File: src/rtl/audio_sample_scheduler.sv
// audio_sample_scheduler: divides clk_pcm down to a sample tick. On each
// accepted tick it fetches one stereo sample from each of two sources, mixes
// them with per-channel saturation and writes the result to the output FIFO.
// Optional feature macro: AUDIO_SCHED_UNDERRUN_CNT_EN enables the source
// underrun counter. Without it, underrun_cnt is tied to zero.
module audio_sample_scheduler #(
  parameter int unsigned SAMPLE_DIV = 1134
) (
  input  logic        clk_pcm,
  input  logic        aclr,
  input  logic        enable,
  input  logic [15:0] src0_data,
  input  logic [15:0] src1_data,
  input  logic        src0_valid,
  input  logic        src1_valid,
  output logic        src0_ready,
  output logic        src1_ready,
  output logic [15:0] stereo_pcm,
  output logic        stereo_pcm_rdy,
  input  logic        fifo_full,
  output logic        overrun,
  output logic [15:0] underrun_cnt
);

  typedef enum logic [1:0] {IDLE = 2'd0, FETCH = 2'd1, MIX = 2'd2, PUSH = 2'd3} state_t;

  localparam logic [15:0] DIV_LAST = 16'(SAMPLE_DIV - 1);

  state_t      state, state_nxt;
  logic [15:0] count_p0;
  logic        tick_p0;
  logic [15:0] hold0_p1, hold1_p1;
  logic [15:0] mix_p2;
  logic        overrun_q;

  // Unsigned 8-bit add that clips at full scale instead of wrapping.
  function automatic logic [7:0] sat_add8(input logic [7:0] a, input logic [7:0] b);
    logic [8:0] sum;
    sum = {1'b0, a} + {1'b0, b};
    return sum[8] ? 8'hFF : sum[7:0];
  endfunction

  assign tick_p0 = enable && (count_p0 == DIV_LAST);

  // Sample-rate divider; parked at zero while disabled.
  always_ff @(posedge clk_pcm or posedge aclr) begin
    if (aclr)
      count_p0 <= '0;
    else if (!enable || tick_p0)
      count_p0 <= '0;
    else
      count_p0 <= count_p0 + 16'd1;
  end

  // Sequencer state register.
  always_ff @(posedge clk_pcm or posedge aclr) begin
    if (aclr)
      state <= IDLE;
    else
      state <= state_nxt;
  end

  // Next state and handshake outputs; PUSH stalls while the FIFO is full.
  always_comb begin
    state_nxt      = state;
    src0_ready     = 1'b0;
    src1_ready     = 1'b0;
    stereo_pcm_rdy = 1'b0;
    case (state)
      IDLE:  if (tick_p0) state_nxt = FETCH;
      FETCH: begin
        src0_ready = src0_valid;
        src1_ready = src1_valid;
        state_nxt  = MIX;
      end
      MIX:   state_nxt = PUSH;
      PUSH:  if (!fifo_full) begin
        stereo_pcm_rdy = 1'b1;
        state_nxt      = IDLE;
      end
      default: state_nxt = IDLE;
    endcase
  end

  // Fetch stage: a missing source keeps its previous sample.
  always_ff @(posedge clk_pcm or posedge aclr) begin
    if (aclr) begin
      hold0_p1 <= '0;
      hold1_p1 <= '0;
    end else if (state == FETCH) begin
      if (src0_valid) hold0_p1 <= src0_data;
      if (src1_valid) hold1_p1 <= src1_data;
    end
  end

  // Mix stage: left and right channels summed independently with clipping.
  always_ff @(posedge clk_pcm or posedge aclr) begin
    if (aclr)
      mix_p2 <= '0;
    else if (state == MIX)
      mix_p2 <= {sat_add8(hold0_p1[15:8], hold1_p1[15:8]),
                 sat_add8(hold0_p1[7:0],  hold1_p1[7:0])};
  end

  assign stereo_pcm = mix_p2;

  // Sticky miss flag: any tick seen while a sequence is still in flight.
  always_ff @(posedge clk_pcm or posedge aclr) begin
    if (aclr)
      overrun_q <= 1'b0;
    else if (tick_p0 && state != IDLE)
      overrun_q <= 1'b1;
  end

  assign overrun = overrun_q;

`ifdef AUDIO_SCHED_UNDERRUN_CNT_EN
  logic [1:0]  miss_p1;
  logic [16:0] under_sum;
  logic [15:0] under_q;

  assign miss_p1   = (state == FETCH) ? ({1'b0, ~src0_valid} + {1'b0, ~src1_valid}) : 2'd0;
  assign under_sum = {1'b0, under_q} + {15'd0, miss_p1};

  // Underrun counter, saturating at 16-bit full scale.
  always_ff @(posedge clk_pcm or posedge aclr) begin
    if (aclr)
      under_q <= '0;
    else if (miss_p1 != 2'd0)
      under_q <= under_sum[16] ? 16'hFFFF : under_sum[15:0];
  end

  assign underrun_cnt = under_q;
`else
  assign underrun_cnt = '0;
`endif

endmodule

File: config.mk
export PLATFORM = sky130hd
export DESIGN_NAME = audio_sample_scheduler
export DESIGN_NICKNAME = d
export VERILOG_FILES = /design/src/rtl/audio_sample_scheduler.sv
export SDC_FILE = /design/constraint.sdc
export NUM_CORES = 1
export LEC_CHECK = 0
export BUFFER_PORTS_ARGS = -buffer_cell sky130_fd_sc_hd__buf_2
export CORE_ASPECT_RATIO = 1.1
export CORE_MARGIN = 2
export CORE_UTILIZATION = 45
export CTS_CLUSTER_SIZE = 12
export DETAILED_ROUTE_END_ITERATION = 7
export PLACE_DENSITY = 0.76
export SLEW_MARGIN = 20
export SYNTH_ARGS = -nofsm -noshare
export SYNTH_HDL_FRONTEND = slang
export SYNTH_SLANG_ARGS = --single-unit
File: constraint.sdc
create_clock -name clk_pcm -period 4.8 [get_ports clk_pcm]
set_clock_uncertainty 0.05 [all_clocks]
set_input_delay 0.48 -clock clk_pcm [delete_from_list [all_inputs] [get_ports clk_pcm]]
set_output_delay 0.48 -clock clk_pcm [all_outputs]
set_load 0.01 [all_outputs]
==> flow_metrics.env <==
export IMPL_fill_cells=692
export IMPL_cp_max_fo=6
export IMPL_die_y_um=98.2
export IMPL_crit_type="flip-flop to flip-flop"
export IMPL_setup_violations=0
export IMPL_cts_tree="built"
export IMPL_swShare_pct=38.2
export IMPL_cts_sinks=67
export IMPL_path_delay_family="compound AO/OA/AOI/OAI gates"
export IMPL_slew_violations=0
export IMPL_path_clk_slew_ps=80
export IMPL_cts_buffer_depth=2
export IMPL_period_minus_slack_ps=2550
export IMPL_start_kind="flip-flop"
export IMPL_tightest_slew_ps=844
export IMPL_switchingPower_mw=1.07
export IMPL_leakage_nw=1.90
export IMPL_antenna_found_initial=0
export IMPL_p_per_area_nw_per_um2=672
export IMPL_rr_worst_depth=6
export IMPL_core_um2=7870
export IMPL_clk_insertion_delay_late_ps=350
export IMPL_hpwl_mm=5.12
export IMPL_highest_signal_layer="met4"
export IMPL_yosysWarnings=0
export IMPL_post_route_period_util_pct=53.2
export IMPL_wirelength_mm=6.94
export IMPL_initial_core_util_pct=46.2
export IMPL_end_kind="flip-flop"
export IMPL_netlist_area_um2=3630
export IMPL_dr_first_iter_drc_count=60
export IMPL_htreeDepth=3
export IMPL_seqPwrFrac_pct=32.5
export IMPL_crit_required_ps=4980
export IMPL_first_global_vias=2592
export IMPL_die_w_um=89.7
export IMPL_syn2layout_area_growth_pct=15.1
export IMPL_slowest_delay_ps=470
export IMPL_dpl_cell_area_um2=3950
export IMPL_num_rows=34
export IMPL_diodes=0
export IMPL_status="finished clean"
export IMPL_grt_setup_unrepaired="false"
export IMPL_max_vdd_ir_drop_uv=187
export IMPL_ys_seq_elements=67
export IMPL_overflow=0
export IMPL_ys_flop_type="dfrtp_1"
export IMPL_grtUsageTotal_pct=17.3
export IMPL_ant_nets=0
export IMPL_final_net_count=455
export IMPL_endpoint="stereo_pcm[13]"
export IMPL_avgSynthCellArea_um2=11.0
export IMPL_synth_seq_area_share_pct=46.2
export IMPL_clockRootBuffer="clkbuf_8"
export IMPL_pwr_share_clk_pct=18.6
export IMPL_max_cap_violations=0
export IMPL_route_met2_wl_mm=3.44
export IMPL_synth_edf_count=0
export IMPL_slew_headroom_pct=43.6
export IMPL_numCtsBuffers=9
export IMPL_ctsResizeCount=0
export IMPL_synth_cells=331
export IMPL_postCtsSetupRepairBufs=0
export IMPL_wl_met1_mm=3.13
export IMPL_dieArea_um2=8810
export IMPL_grt_start_max_net_pins=58
export IMPL_whs_path_depth=2
export IMPL_power_frac_comb_pct=48.8
export IMPL_dr_wl_met3_um=260
export IMPL_r2r_slack_ps=2250
export IMPL_port_buffer_count=57
export IMPL_path_cells="ha_1, fa_1, a211oi_1, o21ai_0, a221o_1, o32a_1"
export IMPL_async_reset_ff_share_pct=100
export IMPL_stdcell_area_um2=4180
export IMPL_cp_data_arrival_time_ps=2730
export IMPL_crit_cells=6
export IMPL_hold_violations=0
export IMPL_drive_gt1_share_pct=28.9
export IMPL_drcViolationCount=0
export IMPL_tns_ps=0
export IMPL_max_freq_mhz=392
export IMPL_dr_pass1_iters=4
export IMPL_routed_via_density=5.14
export IMPL_io_pins=74
export IMPL_min_from="src0_data[11]"
export IMPL_ys_types=55
export IMPL_internal_power_mw=1.74
export IMPL_grt_pass1_wl_mm=11.9
export IMPL_reg2reg_from="hold0_p1[8]"
export IMPL_hold_buffers=1
export IMPL_timing_rr_end="stereo_pcm[13]"
export IMPL_wl_per_cell_um=13.7
export IMPL_vias=2603
export IMPL_gp_congestion=0.869
export IMPL_crit_slowest_cell="a221o_1"
export IMPL_hold_path_class="input port to flip-flop"
export IMPL_cp_startpoint="hold0_p1[8]"
export IMPL_crit_buf_inv=0
cells in the final DEF, fill, tap and decap left out, types with 3 or more instances in the layout:
master / synthesis / layout
a211oi_1: 4 / 4
a21o_1: 4 / 4
a21oi_1: 18 / 18
a31oi_1: 4 / 4
buf_2: 0 / 57
clkbuf_8: 0 / 10
conb_1: 1 / 16
dfrtp_1: 67 / 67
ha_1: 22 / 22
inv_1: 13 / 12
mux2_2: 32 / 32
nand2_1: 20 / 20
nand2b_1: 3 / 3
nand3_1: 8 / 8
nand3b_1: 3 / 3
nand4_1: 5 / 5
nor2_1: 27 / 27
nor3_1: 3 / 3
nor4_1: 5 / 5
o21a_1: 3 / 3
o21ai_0: 8 / 8
o22a_1: 5 / 5
xnor2_1: 12 / 12
xor2_1: 6 / 6
metrics by stage:
| step | power (mW) | instances | worst slack, ps | utilization [%] | hold WS [ps] |
|---|---|---|---|---|---|
| 2_1_floorplan | 1.98 | 346 | 2490 | - | 427 |
| 3_3_place_gp | 2.25 | 489 | 2350 | 50.1 | 363 |
| 3_5_place_dp | 2.31 | 489 | 2300 | 50.1 | 372 |
| 4_1_cts | 2.84 | 506 | 2260 | 53.1 | 297 |
| 5_1_grt | 3.07 | 506 | 2080 | 53.1 | 308 |
| 6_report | 2.81 | 506 | 2250 | 53.1 | 310 |
power by group through the flow:
stage / sequential [mW] / clock (mW) / combinational [mW]
after CTS: 0.918 / 0.537 / 1.39
after floorplan: 0.928 / 0 / 1.05
after global placement: 0.921 / 0 / 1.33
after detailed placement: 0.928 / 0 / 1.38
after global routing: 0.948 / 0.560 / 1.56
final: 0.915 / 0.523 / 1.37
synthesized netlist by cell type (all sizes together) (6+ instances only):
cell | instances | area share [%]
a21oi | 18 | 2.5
buf | 18 | 4.2
dfrtp | 67 | 46
ha | 22 | 7.6
inv | 13 | 1.3
mux2 | 32 | 9.9
nand2 | 20 | 2.1
nand3 | 8 | 1.1
nor2 | 29 | 3.1
nor4 | 6 | 1.4
o21ai | 8 | 1.1
xnor2 | 12 | 2.9
xor2 | 6 | 1.4
worst min-delay path by stage:
stage | to | slack [ps]
3_3_place_gp | hold1_p1[4] | 360
6_report | hold0_p1[11] | 310
5_1_grt | hold0_p1[1] | 310
2_1_floorplan | count_p0[0] | 430
4_1_cts | hold0_p1[11] | 300
3_5_place_dp | hold1_p1[4] | 370
layer usage:
layer	vias to the layer above	track usage [%]
li1	1282	-
met2	59	27.5
met4	0	6.89
met1	1253	23.2
met5	-	0
met3	9	3.04
worst reg2reg max path: cells and delay by family, from the launching register on:
| family | cells | cell delay, ps |
|---|---|---|
| AOI/OAI and AO/OA | 4 | 1340 |
| adders and majority gates | 2 | 680 |
| DFF | 1 | 380 |
registers in the layout, indices dropped and copies added, names as in the netlist:
signal	count
stereo_pcm	16
state	2
hold1_p1	16
hold0_p1	16
count_p0	16
overrun	1
layout make-up:
| class | count | area [um2] | area share, % |
|---|---|---|---|
| Sequential cell | 67 | 1680 | 40.1 |
| Clock inverter | 6 | 88.8 | 2.12 |
| Multi-Input combinational cell | 243 | 1790 | 42.8 |
| Tap cell | 108 | 135 | 3.23 |
| Clock buffer | 10 | 138 | 3.29 |
| Inverter | 13 | 48.8 | 1.17 |
| Timing Repair Buffer | 59 | 303 | 7.24 |
kinds of logic (layout without fill, tap and decap cells):
| group | Yosys count | after routing | synth area share, % |
|---|---|---|---|
| multiplexers | 32 | 32 | 9.92 |
| XOR/XNOR | 18 | 18 | 4.34 |
| adder cells (fa/ha/maj) | 24 | 24 | 8.68 |
| AND/OR/NAND/NOR | 92 | 92 | 13.5 |
| other | 1 | 16 | 0.103 |
| flip-flops | 67 | 67 | 46.2 |
| buffers and inverters | 36 | 88 | 6.06 |
| AO/OA/AOI/OAI | 61 | 61 | 11.3 |
Power figures use the tool's default switching activity.
